==> config.mk <==
export PLATFORM = sky130hd
export DESIGN_NAME = dmem_arbiter
export DESIGN_NICKNAME = d
export VERILOG_FILES = /design/src/rtl/dmem_arbiter.sv
export SDC_FILE = /design/constraint.sdc
export NUM_CORES = 1
export LEC_CHECK = 0
export ABC_AREA = 1
export ABC_CLOCK_PERIOD_IN_PS = 6400
export CAP_MARGIN = 5
export CORE_ASPECT_RATIO = 1.2
export CORE_MARGIN = 3
export CORE_UTILIZATION = 45
export DETAILED_ROUTE_END_ITERATION = 10
export PLACE_DENSITY = 0.94
export RECOVER_POWER = 50
export SETUP_SLACK_MARGIN = 0.1
export SYNTH_ARGS = -nofsm -noshare
export SYNTH_HDL_FRONTEND = slang
export SYNTH_SLANG_ARGS = --single-unit
==> constraint.sdc <==
create_clock -name CLK -period 6.4 [get_ports CLK]
set_input_delay 0.64 -clock CLK [delete_from_list [all_inputs] [get_ports CLK]]
set_output_delay 0.64 -clock CLK [all_outputs]
set_load 0.01 [all_outputs]
==> src/rtl/dmem_arbiter.sv <==
// dmem_arbiter: shares the single-ported data memory between the pipeline
// MEM stage (port P) and a secondary loader/debug port (port S). Each access
// is latched at grant, held stable for MEM_LATENCY memory cycles, and then
// completed in a one-cycle DONE state. Ties are broken round-robin.
module dmem_arbiter #(
    parameter int DATA_W      = 32,
    parameter int ADDR_W      = 32,
    parameter int MEM_LATENCY = 2
) (
    input  logic              CLK,
    input  logic              RST,
    input  logic              p_read,
    input  logic              p_write,
    input  logic [ADDR_W-1:0] p_addr,
    input  logic [DATA_W-1:0] p_wdata,
    output logic [DATA_W-1:0] p_rdata,
    output logic              p_stall,
    input  logic              s_req,
    input  logic              s_we,
    input  logic [ADDR_W-1:0] s_addr,
    input  logic [DATA_W-1:0] s_wdata,
    output logic [DATA_W-1:0] s_rdata,
    output logic              s_ack,
    output logic [ADDR_W-1:0] mem_addr,
    output logic [DATA_W-1:0] mem_data_in,
    output logic              mem_read,
    output logic              mem_write,
    input  logic [DATA_W-1:0] mem_data_out
);

    localparam int CNT_W = (MEM_LATENCY > 1) ? $clog2(MEM_LATENCY) : 1;
    localparam logic [CNT_W-1:0] CNT_LOAD = CNT_W'(MEM_LATENCY - 1);
    localparam logic [CNT_W-1:0] CNT_ONE  = CNT_W'(1);

    typedef enum logic [1:0] {
        IDLE = 2'd0,
        BUSY = 2'd1,
        DONE = 2'd2
    } state_t;

    typedef enum logic {
        OWNER_P = 1'b0,
        OWNER_S = 1'b1
    } owner_t;

    state_t            state;
    owner_t            owner;
    owner_t            last_owner;
    logic              op_write;
    logic [ADDR_W-1:0] addr_q;
    logic [DATA_W-1:0] wdata_q;
    logic [CNT_W-1:0]  cnt;
    logic              mem_read_q;
    logic              mem_write_q;
    logic              s_ack_q;
    logic [DATA_W-1:0] p_rdata_q;
    logic [DATA_W-1:0] s_rdata_q;

    logic              p_pending;
    logic              grant_s;

    // S wins when it is the only requester, or on a tie when P was served last
    assign p_pending = p_read | p_write;
    assign grant_s   = s_req & (~p_pending | (last_owner == OWNER_P));

    // Sequencer: grant and latch in IDLE, count out the access in BUSY, retire in DONE
    always_ff @(posedge CLK or posedge RST) begin
        if (RST) begin
            state       <= IDLE;
            owner       <= OWNER_P;
            last_owner  <= OWNER_S;
            op_write    <= 1'b0;
            addr_q      <= '0;
            wdata_q     <= '0;
            cnt         <= '0;
            mem_read_q  <= 1'b0;
            mem_write_q <= 1'b0;
            s_ack_q     <= 1'b0;
            p_rdata_q   <= '0;
            s_rdata_q   <= '0;
        end else begin
            case (state)
                IDLE: begin
                    if (p_pending | s_req) begin
                        state <= BUSY;
                        cnt   <= CNT_LOAD;
                        if (grant_s) begin
                            owner       <= OWNER_S;
                            op_write    <= s_we;
                            addr_q      <= s_addr;
                            wdata_q     <= s_wdata;
                            mem_read_q  <= ~s_we;
                            mem_write_q <= s_we;
                        end else begin
                            owner       <= OWNER_P;
                            op_write    <= p_write;
                            addr_q      <= p_addr;
                            wdata_q     <= p_wdata;
                            mem_read_q  <= ~p_write;
                            mem_write_q <= p_write;
                        end
                    end
                end
                BUSY: begin
                    if (cnt == '0) begin
                        state       <= DONE;
                        mem_read_q  <= 1'b0;
                        mem_write_q <= 1'b0;
                        s_ack_q     <= (owner == OWNER_S);
                        if (!op_write) begin
                            if (owner == OWNER_P) begin
                                p_rdata_q <= mem_data_out;
                            end else begin
                                s_rdata_q <= mem_data_out;
                            end
                        end
                    end else begin
                        cnt <= cnt - CNT_ONE;
                    end
                end
                DONE: begin
                    state      <= IDLE;
                    s_ack_q    <= 1'b0;
                    last_owner <= owner;
                end
                default: begin
                    state       <= IDLE;
                    mem_read_q  <= 1'b0;
                    mem_write_q <= 1'b0;
                    s_ack_q     <= 1'b0;
                end
            endcase
        end
    end

    // The pipeline is released only in the DONE cycle of its own access
    assign p_stall = p_pending & ~((state == DONE) & (owner == OWNER_P));

    assign mem_addr    = addr_q;
    assign mem_data_in = wdata_q;
    assign mem_read    = mem_read_q;
    assign mem_write   = mem_write_q;
    assign s_ack       = s_ack_q;
    assign p_rdata     = p_rdata_q;
    assign s_rdata     = s_rdata_q;

endmodule

==> results.sh <==
export IMPL_tightestPinTransition_ns=2.43
export IMPL_share_of_layout_cells_above_drive_strength_1_pct=4.18
export IMPL_netSwitchingFraction_pct=38.7
export IMPL_clock_group_share_of_total_power_pct=20.3
export IMPL_post_cts_repair_setup_buffers=0
export IMPL_worst_endpoint_arrival_ns=3.61
export IMPL_die_height_um=137
export IMPL_path_class="in2async"
export IMPL_timing_critical_path_fanout_max=82
export IMPL_grt_max_degree=83
export IMPL_num_antenna_cells=0
export IMPL_status="complete, but fails checks"
export IMPL_final_nets=1277
export IMPL_worstSetupEndpointType="asynchronous set/reset pin"
export IMPL_synth_seq_cells=137
export IMPL_worst_hold_path_type="reg2reg"
export IMPL_pwr_dens_mw_per_mm2=458
export IMPL_slew_viol_final=122
export IMPL_fillCellCount=1046
export IMPL_required_arrival_time_at_the_worst_endpoint_ns=6.77
export IMPL_timing_max_cap_violations=2
export IMPL_final_cell_mix="nand2_1, clkdlybuf4s50_1, inv_1, dfrtp_1, nand3_1"
export IMPL_yosys_warn_count=0
export IMPL_ff2ff_path_depth=3
export IMPL_path_delay_family="buffers and inverters"
export IMPL_worstSetupPathDepth=3
export IMPL_cts_buffers_inserted=17
export IMPL_placement_setup_worst_slack_ns=2.98
export IMPL_area_delta_synth_final_pct=54.4
export IMPL_cts_buffer_depth=2
export IMPL_hold_buffers=0
export IMPL_fraction_of_power_consumed_by_combinational_cells_pct=45.4
export IMPL_vdd_drop_max_mv=0.243
export IMPL_drt_wirelength_per_cell_um=15.1
export IMPL_start_util_pct=46.3
export IMPL_layout_worst_path_cycle_share_pct=50.6
export IMPL_first_global_vias=6303
export IMPL_grt_remaining_overflow=0
export IMPL_worstPathBufferInverterCount=3
export IMPL_grt_antenna_before_repair=0
export IMPL_htree_num_levels=4
export IMPL_power_sequential_fraction_pct=34.3
export IMPL_drcViolationCount=0
export IMPL_post_synth_inst_count=838
export IMPL_power_leakage_uw=0.00526
export IMPL_multi_input_comb_area_mm2=0.00212
export IMPL_report_final_setup_viol=0
export IMPL_crit_slowest_cell="clkinvlp_2"
export IMPL_std_cell_rows=47
export IMPL_clock_skew_ns=0.0122
export IMPL_ctsResizeCount=0
export IMPL_area_used_by_sequential_logic_in_the_layout_mm2=0.00343
export IMPL_instances_no_fill=1295
export IMPL_synth_sequential_area_ratio_pct=53.2
export IMPL_routed_via_density=4.98
export IMPL_power_net_switching_uw=1760
export IMPL_dieWidth_um=115
export IMPL_syn_mean_instance_area_um2=7.70
export IMPL_clock_sinks=137
export IMPL_fmax_mhz=309
export IMPL_violated_checks="max-capacitance violations, max-slew violations"
export IMPL_timing_setup_tns_ns=0
export IMPL_clk_latency_ns=0.41
export IMPL_vias=6448
export IMPL_grt_first_pass_wirelength_um=30700
export IMPL_cp_cell_sequence="dlygate4sd3_1, clkinvlp_2, buf_4"
export IMPL_detailed_place_hpwl_um=13900
export IMPL_unrepaired_setup_endpoints_after_global_routing="false"
export IMPL_port_buffers=297
export IMPL_clk_transition_reported_paths_ns=0.06
export IMPL_ys_types=24
export IMPL_power_total_uw=4560
export IMPL_worstHoldPathCells=2
export IMPL_cts_root_buffer_cell="clkbuf_16"
export IMPL_worst_slew_margin_rel_pct=-62.6
export IMPL_final_util_pct=71.5
export IMPL_cell_internal_pwr_uw=2800
export IMPL_place_congestion=0.822
export IMPL_tritoncts_clock_tree="yes"
export IMPL_wl_um=19600
export IMPL_hold_violations=0
export IMPL_critical_path_max_stage_delay_ns=1.37
export IMPL_post_route_min_period_ns=3.24
export IMPL_synth_cell_area_mm2=0.00645
export IMPL_setup_slack_ns=3.16
export IMPL_grt_use_total_pct=24.5
export IMPL_core_region_mm2=0.0139
export IMPL_drt_pass1_iterations=7
export IMPL_synth_fp_nets=1004
export IMPL_die_area_mm2=0.0158
export IMPL_critical_path_startpoint_category="input pin"
export IMPL_drt_initial_drc_count=433
export IMPL_ant_nets=0
export IMPL_count_of_pins_on_the_block_boundary=298
export IMPL_most_common_library_cell_in_the_layout_ignoring_fill_and_taps="nand2_1"
export IMPL_place_inst=1262
==> final timing paths <==
check / from / to / slack [ns]
min in group asynchronous: RST / mem_addr[10]$_DFFE_PP0P_ / 1.35
worst min-delay path: mem_data_in[3]$_DFFE_PP0P_ / mem_data_in[3]$_DFFE_PP0P_ / 0.47
max in group CLK: s_req / mem_addr[16]$_DFFE_PP0P_ / 3.38
worst max register to register: state[1]$_DFFE_PP0P_ / s_rdata[23]$_DFFE_PP0P_ / 3.41
worst max-delay path: RST / mem_addr[2]$_DFFE_PP0P_ / 3.16
worst min register to register: mem_data_in[3]$_DFFE_PP0P_ / mem_data_in[3]$_DFFE_PP0P_ / 0.47
==> state kept, by name, indices dropped and copies added (netlist names) <==
| name | cells |
|---|---|
| cnt | 1 |
| mem_addr | 32 |
| s_rdata | 32 |
| mem_read | 1 |
| owner | 1 |
| op_write | 1 |
| mem_data_in | 32 |
| state | 2 |
| last_owner | 1 |
| s_ack | 1 |
| mem_write | 1 |
| p_rdata | 32 |
==> logic make-up (layout without fill, tap and decap cells) <==
group | Yosys count | count (layout) | synth area share, %
AND/OR/NAND/NOR | 415 | 415 | 27.5
flip-flops | 137 | 137 | 53.2
multiplexers | 1 | 1 | 0.175
AO/OA/AOI/OAI | 70 | 70 | 5.51
buffers and inverters | 215 | 501 | 13.7
==> power groups by stage <==
stage          Sequential, uW  Clock, uW  Combinational [uW]
2_1_floorplan            1760          0                 885
3_3_place_gp             1560          0                2160
3_5_place_dp             1590          0                2230
4_1_cts                  1580        945                2230
5_1_grt                  1610        981                2300
6_report                 1560        927                2070
==> per-layer routing <==
layer / GRT usage, % / up-vias / wire length (um)
met5: 0 / - / 0
met4: 10.2 / 0 / 688
met3: 8.08 / 44 / 1660
met2: 41.4 / 299 / 9800
met1: 28.6 / 3015 / 7420
li1: - / 3090 / -
==> metrics by stage <==
| step | cell area (um2) | hold WS (ns) |
|---|---|---|
| after floorplan | 6450 | 0.473 |
| after global placement | 9420 | 0.462 |
| after detailed placement | 9420 | 0.464 |
| after CTS | 9980 | 0.482 |
| after global routing | 9960 | 0.496 |
| final | 9960 | 0.472 |
==> cells in the mapped netlist <==
cell,number,area [um2]
dfrtp_1,136,3400
nand3_1,134,671
nand2_4,1,11.3
o21ai_1,34,170
nor3_4,1,16.3
nor2_1,3,11.3
o21ai_0,33,165
o22ai_1,1,6.26
inv_1,166,623
nand2_2,1,6.26
inv_2,2,7.51
nand2_1,272,1020
buf_4,1,7.51
dfstp_2,1,26.3
nor2_4,1,11.3
a21oi_1,1,5.00
mux2_2,1,11.3
clkbuf_1,15,56.3
buf_1,2,7.51
buf_6,6,67.6
o21ai_2,1,8.76
nand3_4,1,17.5
nor2_2,1,6.26
buf_2,23,115
==> layout make-up <==
cell class	count	area share (%)
clock buffers	17	4.27
clock inverters	15	1.34
inverters	168	6.34
multi-input cells	486	21.3
flip-flops and latches	137	34.4
well taps	171	2.15
repair buffers	301	30.2
==> worst reg2reg max path, stage by stage (launching register included) <==
cell and delay [ns]:
dfrtp_1 0.42, nor2_1 0.22, nand3_1 1.42, o21ai_0 0.78
(Power assumes the default switching activity.)
